`src/rtl/fft_peak_detect.sv`:
```
// fft_peak_detect: scans a 16-bin complex FFT frame and reports the index of
// the bin with the largest squared magnitude (real^2 + imag^2).
// A frame is snapshotted when fft_valid is seen in IDLE. The bins are then
// scanned one per cycle. Ties resolve to the lowest index.
// Optional build macro MAG_PIPE_EN adds a register between the squaring and
// the compare stages. That adds a FLUSH state, and the result lands one cycle
// later.
module fft_peak_detect (
  input  logic        clk,
  input  logic        rst,
  input  logic        fft_valid,
  input  logic [31:0] fft_d0,
  input  logic [31:0] fft_d1,
  input  logic [31:0] fft_d2,
  input  logic [31:0] fft_d3,
  input  logic [31:0] fft_d4,
  input  logic [31:0] fft_d5,
  input  logic [31:0] fft_d6,
  input  logic [31:0] fft_d7,
  input  logic [31:0] fft_d8,
  input  logic [31:0] fft_d9,
  input  logic [31:0] fft_d10,
  input  logic [31:0] fft_d11,
  input  logic [31:0] fft_d12,
  input  logic [31:0] fft_d13,
  input  logic [31:0] fft_d14,
  input  logic [31:0] fft_d15,
  output logic        busy,
  output logic        done,
  output logic [3:0]  freq
);

  typedef enum logic [1:0] {
    IDLE  = 2'd0,
    SCAN  = 2'd1,
`ifdef MAG_PIPE_EN
    FLUSH = 2'd2,
`endif
    DONE  = 2'd3
  } state_t;

  // Squared magnitude of one packed bin. The largest case is
  // (-32768)^2 + (-32768)^2 = 2^31, which still fits in 32 unsigned bits.
  function automatic logic [31:0] mag_f(input logic [31:0] bin);
    logic signed [31:0] re_ext;
    logic signed [31:0] im_ext;
    logic signed [31:0] re_sq;
    logic signed [31:0] im_sq;
    re_ext = {{16{bin[31]}}, bin[31:16]};
    im_ext = {{16{bin[15]}}, bin[15:0]};
    re_sq  = re_ext * re_ext;
    im_sq  = im_ext * im_ext;
    return $unsigned(re_sq) + $unsigned(im_sq);
  endfunction

  state_t      state_r;
  state_t      state_nxt_s;
  logic        finish_s;

  logic [31:0] fft_in_s [16];
  logic [31:0] bins_r   [16];
  logic [3:0]  idx_r;

  logic [31:0] best_mag_r;
  logic [3:0]  best_idx_r;
  logic [31:0] best_mag_nxt_s;
  logic [3:0]  best_idx_nxt_s;

  logic        cmp_en_s;
  logic [31:0] cmp_mag_s;
  logic [3:0]  cmp_idx_s;
  logic        take_s;

  logic        busy_r;
  logic        done_r;
  logic [3:0]  freq_r;

`ifdef MAG_PIPE_EN
  logic [31:0] mag_r;
  logic [3:0]  mag_idx_r;
  logic        pipe_vld_r;
`endif

  assign fft_in_s[0]  = fft_d0;
  assign fft_in_s[1]  = fft_d1;
  assign fft_in_s[2]  = fft_d2;
  assign fft_in_s[3]  = fft_d3;
  assign fft_in_s[4]  = fft_d4;
  assign fft_in_s[5]  = fft_d5;
  assign fft_in_s[6]  = fft_d6;
  assign fft_in_s[7]  = fft_d7;
  assign fft_in_s[8]  = fft_d8;
  assign fft_in_s[9]  = fft_d9;
  assign fft_in_s[10] = fft_d10;
  assign fft_in_s[11] = fft_d11;
  assign fft_in_s[12] = fft_d12;
  assign fft_in_s[13] = fft_d13;
  assign fft_in_s[14] = fft_d14;
  assign fft_in_s[15] = fft_d15;

  assign busy = busy_r;
  assign done = done_r;
  assign freq = freq_r;

  // FSM state register
  always_ff @(posedge clk) begin
    if (rst) begin
      state_r <= IDLE;
    end else begin
      state_r <= state_nxt_s;
    end
  end

  // Next-state logic; finish_s marks the cycle whose edge publishes the result
  always_comb begin
    state_nxt_s = state_r;
    finish_s    = 1'b0;
    case (state_r)
      IDLE: begin
        if (fft_valid) begin
          state_nxt_s = SCAN;
        end else begin
          state_nxt_s = IDLE;
        end
      end
      SCAN: begin
        if (idx_r == 4'd15) begin
`ifdef MAG_PIPE_EN
          state_nxt_s = FLUSH;
`else
          state_nxt_s = DONE;
          finish_s    = 1'b1;
`endif
        end else begin
          state_nxt_s = SCAN;
        end
      end
`ifdef MAG_PIPE_EN
      FLUSH: begin
        state_nxt_s = DONE;
        finish_s    = 1'b1;
      end
`endif
      DONE: begin
        state_nxt_s = IDLE;
      end
      default: begin
        state_nxt_s = IDLE;
      end
    endcase
  end

  // Compare-stage operands: taken straight from the squarer, or from the pipe register
  always_comb begin
`ifdef MAG_PIPE_EN
    cmp_en_s  = pipe_vld_r;
    cmp_mag_s = mag_r;
    cmp_idx_s = mag_idx_r;
`else
    cmp_en_s  = (state_r == SCAN);
    cmp_mag_s = mag_f(bins_r[idx_r]);
    cmp_idx_s = idx_r;
`endif
  end

  // Running maximum: bin 0 always seeds it; later bins replace it only when strictly larger
  always_comb begin
    take_s = 1'b0;
    if (cmp_en_s) begin
      if ((cmp_idx_s == 4'd0) || (cmp_mag_s > best_mag_r)) begin
        take_s = 1'b1;
      end else begin
        take_s = 1'b0;
      end
    end else begin
      take_s = 1'b0;
    end
    if (take_s) begin
      best_mag_nxt_s = cmp_mag_s;
      best_idx_nxt_s = cmp_idx_s;
    end else begin
      best_mag_nxt_s = best_mag_r;
      best_idx_nxt_s = best_idx_r;
    end
  end

  // Frame snapshot and scan index; the snapshot is loaded only from IDLE
  always_ff @(posedge clk) begin
    if (rst) begin
      for (int i = 0; i < 16; i++) begin
        bins_r[i] <= 32'd0;
      end
      idx_r <= 4'd0;
    end else if ((state_r == IDLE) && fft_valid) begin
      for (int i = 0; i < 16; i++) begin
        bins_r[i] <= fft_in_s[i];
      end
      idx_r <= 4'd0;
    end else if ((state_r == SCAN) && (idx_r != 4'd15)) begin
      idx_r <= idx_r + 4'd1;
    end else begin
      idx_r <= 4'd0;
    end
  end

`ifdef MAG_PIPE_EN
  // Pipeline register between the squarer and the compare stage
  always_ff @(posedge clk) begin
    if (rst) begin
      mag_r      <= 32'd0;
      mag_idx_r  <= 4'd0;
      pipe_vld_r <= 1'b0;
    end else begin
      mag_r      <= mag_f(bins_r[idx_r]);
      mag_idx_r  <= idx_r;
      pipe_vld_r <= (state_r == SCAN);
    end
  end
`endif

  // Best-so-far registers
  always_ff @(posedge clk) begin
    if (rst) begin
      best_mag_r <= 32'd0;
      best_idx_r <= 4'd0;
    end else begin
      best_mag_r <= best_mag_nxt_s;
      best_idx_r <= best_idx_nxt_s;
    end
  end

  // Registered outputs: freq loads only on completion; done is a one-cycle pulse
  always_ff @(posedge clk) begin
    if (rst) begin
      freq_r <= 4'd0;
      done_r <= 1'b0;
      busy_r <= 1'b0;
    end else begin
      if (finish_s) begin
        freq_r <= best_idx_nxt_s;
      end
      done_r <= finish_s;
      busy_r <= (state_nxt_s != IDLE);
    end
  end

endmodule

```
`config.mk`:
```
export PLATFORM = sky130hd
export DESIGN_NAME = fft_peak_detect
export DESIGN_NICKNAME = d
export VERILOG_FILES = /design/src/rtl/fft_peak_detect.sv
export SDC_FILE = /design/constraint.sdc
export NUM_CORES = 2
export LEC_CHECK = 0
export ABC_CLOCK_PERIOD_IN_PS = 21700
export BUFFER_PORTS_ARGS = -buffer_cell sky130_fd_sc_hd__buf_4
export CORE_AREA = 5 5 286 288
export DETAILED_ROUTE_END_ITERATION = 10
export DIE_AREA = 0 0 291 293
export HOLD_SLACK_MARGIN = 0.03
export PLACE_DENSITY = 0.74
export SETUP_SLACK_MARGIN = 0.05
export SYNTH_ARGS = -nofsm -noshare
export SYNTH_HDL_FRONTEND = slang
export SYNTH_SLANG_ARGS = --single-unit
export TNS_END_PERCENT = 10
```
`constraint.sdc`:
```
create_clock -name clk -period 21.7 [get_ports clk]
set_input_delay 4.34 -clock clk [delete_from_list [all_inputs] [get_ports clk]]
set_output_delay 4.34 -clock clk [all_outputs]
set_load 0.1 [all_outputs]
```
Word level (Yosys, flattened, before mapping) --
Memories as Yosys holds them, arrays and structs flattened. A register that Yosys moved wholly into a read port is not among the register bits. Index checks and enable logic that the tools add are counted.
Storage, ports and cells: flip-flop bits (word level) 48, memory bits (writable) 512, output and inout bits 6, word-level logic and storage cells 70, input port bits 515, memories kept 1
Memory list:
- bins_r | words 16, bits a word 32, read ports 1, clocked after memory_dff 1, write ports 16, RTL line 61 | logic [31:0] bins_r [16];
Operators by class: multiplexer cells 30, reduce and logical (&&, ||, !) cells 7, multiply operators 2, eq/ne operators 3, add/subtract/negate cells 2, magnitude comparators 1, bitwise logic cells 17
Operator list (number):
- two-way mux 32 bit | 16
- multiplier 16 x 16 -> 32 bit | 2
- adder 32 bit | 1
- greater-than comparator 32 bit | 1
- OR 1 bit | 16
- two-way mux 1 bit | 10
- two-way mux 4 bit | 2
- adder 4 x 1 -> 4 bit (second input constant) | 1
- equality test 4 bit (second input constant) | 1
- zero test 4 bit | 1
- inequality test 4 bit (second input constant) | 1
- case mux 2 bit (2 select lines) | 1
- OR reduction 3 bit | 1
- equality test 2 x 1 -> 1 bit (second input constant) | 1
- logical AND 1 bit | 2
- zero test 2 bit | 1
- two-way mux 2 bit | 1
- nonzero test 2 bit | 1
- logical OR 1 bit | 1
- NOT 1 bit | 1

Logic depth before layout (Yosys ltp) --
depth after elaboration 7, depth in mapped cells 46, mapped depth without buffers 41

Worst setup path after synthesis --
No wires, ideal clock.
path type input-to-reg, from input rst, to memory bins_r[0][0] (enable), buffers on the path 2, data required time 20.730 ns, setup slack 3.713 ns, cell stages on the path 3, arrival time 17.017 ns, library setup time 0.970 ns, cells stage by stage clkbuf_1 -> clkbuf_1 -> nand2b_1
RTL lines:
- start, declared | RTL line 10 | input logic rst,
- end, declared | RTL line 61

==> metrics.cfg <==
[critical_path]
criticalPathCategory=reg2reg
worstPathMaxFanout=36
path_buf_inv=10
cp-start-kind=flop
cp-end-kind=flop
critPathTopFamily=adder cells
r2r_setup_slack_ns=8.52
slowest_delay_ns=0.71
cpMostUsedCell=fa_1
cp_data_required_time_ns=22.24
arrival_ns=13.72
worst_path_max_delay_cell=buf_4

[yosys]
syn_area_per_cell_um2=12.3
synth_top_cell_by_area=edfxtp_1
ys_ff_latch=560
synth_adder_area_share_pct=29.6
synth.top_cell.area_share_pct=35.7
synth_edf_count=512
yosysWarningCount=0
synth_ff_type=edfxtp_1
yosys.area_share.simple_pct=11.8
ys_seq_area_share_pct=37.9
synth_xor_area_share_pct=1.22
netlist_area_um2=43100
syn-num-nets=4731
ys_top_cells_by_area=edfxtp_1 (36%), fa_1 (24%), mux4_2 (6.8%), inv_1 (6.1%), ha_1 (5.3%)
synth_top_family_by_area=adder cells
muxShareOfSynthArea_pct=9.10
async_reset_ff_share_pct=0
synth_cells=3511
yosysUniqueCellTypes=59
synth_compound_area_share_pct=2.41

[grt]
grt_pass1_vias=29500
track_usage_pct=27.8
grt_max_degree=321
antenna_found_initial=22
overflow=0
grt_pass1_wl_um=178000

[timing]
fin_tns_setup_ns=0
period_share_pct=60.8
finClkSkew_ns=0.0296
fmax_mhz=75.9
period_needed_ns=13.18
rsz0062_at_grt=no
slew_viol_final=0
max_slew_margin_pct=11.2
hold_viol=0
tightest_slew_ns=1.33
setup_viol=0

[run_status]
outcome=completed

[layout]
post-route-util_pct=63.3
synthToLayoutAreaGrowth_pct=15.5
final_nets=5198
design_area_um2=49700
final_cell_mix=inv_1 (703), buf_4 (542), fa_1 (521)
final_common_cell=inv_1
drive_above_1_share_pct=21.2

[job]
cap_violations=0

[placed_design]
port_buffers=520
dpl_cell_area_um2=47800
hpwl_um=93700
place_congestion=0.952

[drt]
viasPerCell=5.32
drt-total-wl_um=118000
firstDrtPassIters=5
drt_iter0_drc=2084
wl_met2_um=60300
wl_per_cell_um=23.2
drc_errors=0
drtAntennaViolNets=0
wl_met1_um=44100
vias=27100
top_layer_used=met5
wl_met3_um=10100

[clock_network]
cts_made_buffers=59
cts.sinks=560
cts-root-buf=clkbuf_16
clk_latency_ns=0.66
htree_levels=2
cts_resized=0
post-cts-setup-buffers=0
clock_path_buffers=3
cts_tree=built
ctsHoldBuffers=0
clk_pin_slew_ns=0.08

[floorplan]
rows=103
start_util_pct=54.8
num_io_pins=521
die_y_um=293
die_area_um2=85300
core_um2=78600
die_width_um=291

[hold_path]
hp-class=reg2reg

## state kept, by name, indices dropped and copies added, names as in the netlist
name        flops
busy            1
best_mag_r     32
done            1
freq            4
state_r         2
bins_r        512
cmp_idx_s       4
best_idx_r      4
## through the flow
step	cells	setup slack [ns]	hold WS, ns
2_1_floorplan	3511	3.71	0.436
5_1_grt	5087	7.56	0.487
6_report	5089	8.52	0.464
3_5_place_dp	4967	8.38	0.455
3_3_place_gp	4967	8.52	0.450
4_1_cts	5073	8.37	0.466
## worst min-delay path: cells and delay by family, from the launching register on
family          cells  cell delay [ns]
simple gates        1             0.05
flops               1             0.32
compound gates      1             0.05
## cells by family after synthesis
logic type | Yosys count
flops | 560
compound gates | 143
simple gates | 959
mux | 224
buf+inv | 860
xor+xnor | 60
fa+ha+maj | 705
## final timing paths
path,start,end,depth (start not counted)
max reg2reg,cmp_idx_s[0]$_SDFF_PP0_,best_mag_r[30]$_SDFFE_PP0P_,38
min,best_mag_r[29]$_SDFFE_PP0P_,best_mag_r[29]$_SDFFE_PP0P_,2
max,cmp_idx_s[0]$_SDFF_PP0_,best_mag_r[30]$_SDFFE_PP0P_,38
min reg2reg,best_mag_r[29]$_SDFFE_PP0P_,best_mag_r[29]$_SDFFE_PP0P_,2
## cell usage after synthesis (all sizes together), types with 5 or more instances
cell	count
nand2	171
xor2	10
nor2b	195
clkbuf	66
a21oi	35
dfxtp	48
and3	5
inv	718
nand2b	13
mux2i	63
ha	184
xnor2	50
edfxtp	512
a21o	15
and2	330
buf	74
nor3	20
a211oi	10
fa	521
o211ai	13
nand3	11
nor2	191
mux2	30
o21ai	30
mux4	131
o21a	19
or2	10
## area by class of cell
cell class / count / area [µm²]
Timing Repair Buffer: 546 / 4140
Antenna cell: 16 / 40.0
Inverter: 720 / 2710
Sequential cell: 560 / 16400
Clock buffer: 70 / 1520
Multi-Input combinational cell: 2091 / 23300
Clock inverter: 36 / 337
Tap cell: 1050 / 1310
Fill cell: 6080 / 28900
## per-layer routing
layer | track usage (%) | vias up
li1 | - | 12200
met5 | 0 | -
met2 | 48.1 | 1016
met1 | 35.0 | 13700
met3 | 7.06 | 182
met4 | 8.82 | 10
Power is left out: the tool's default activity adds up to more than one toggle a clock period on the data nets, which glitch-free logic cannot reach.
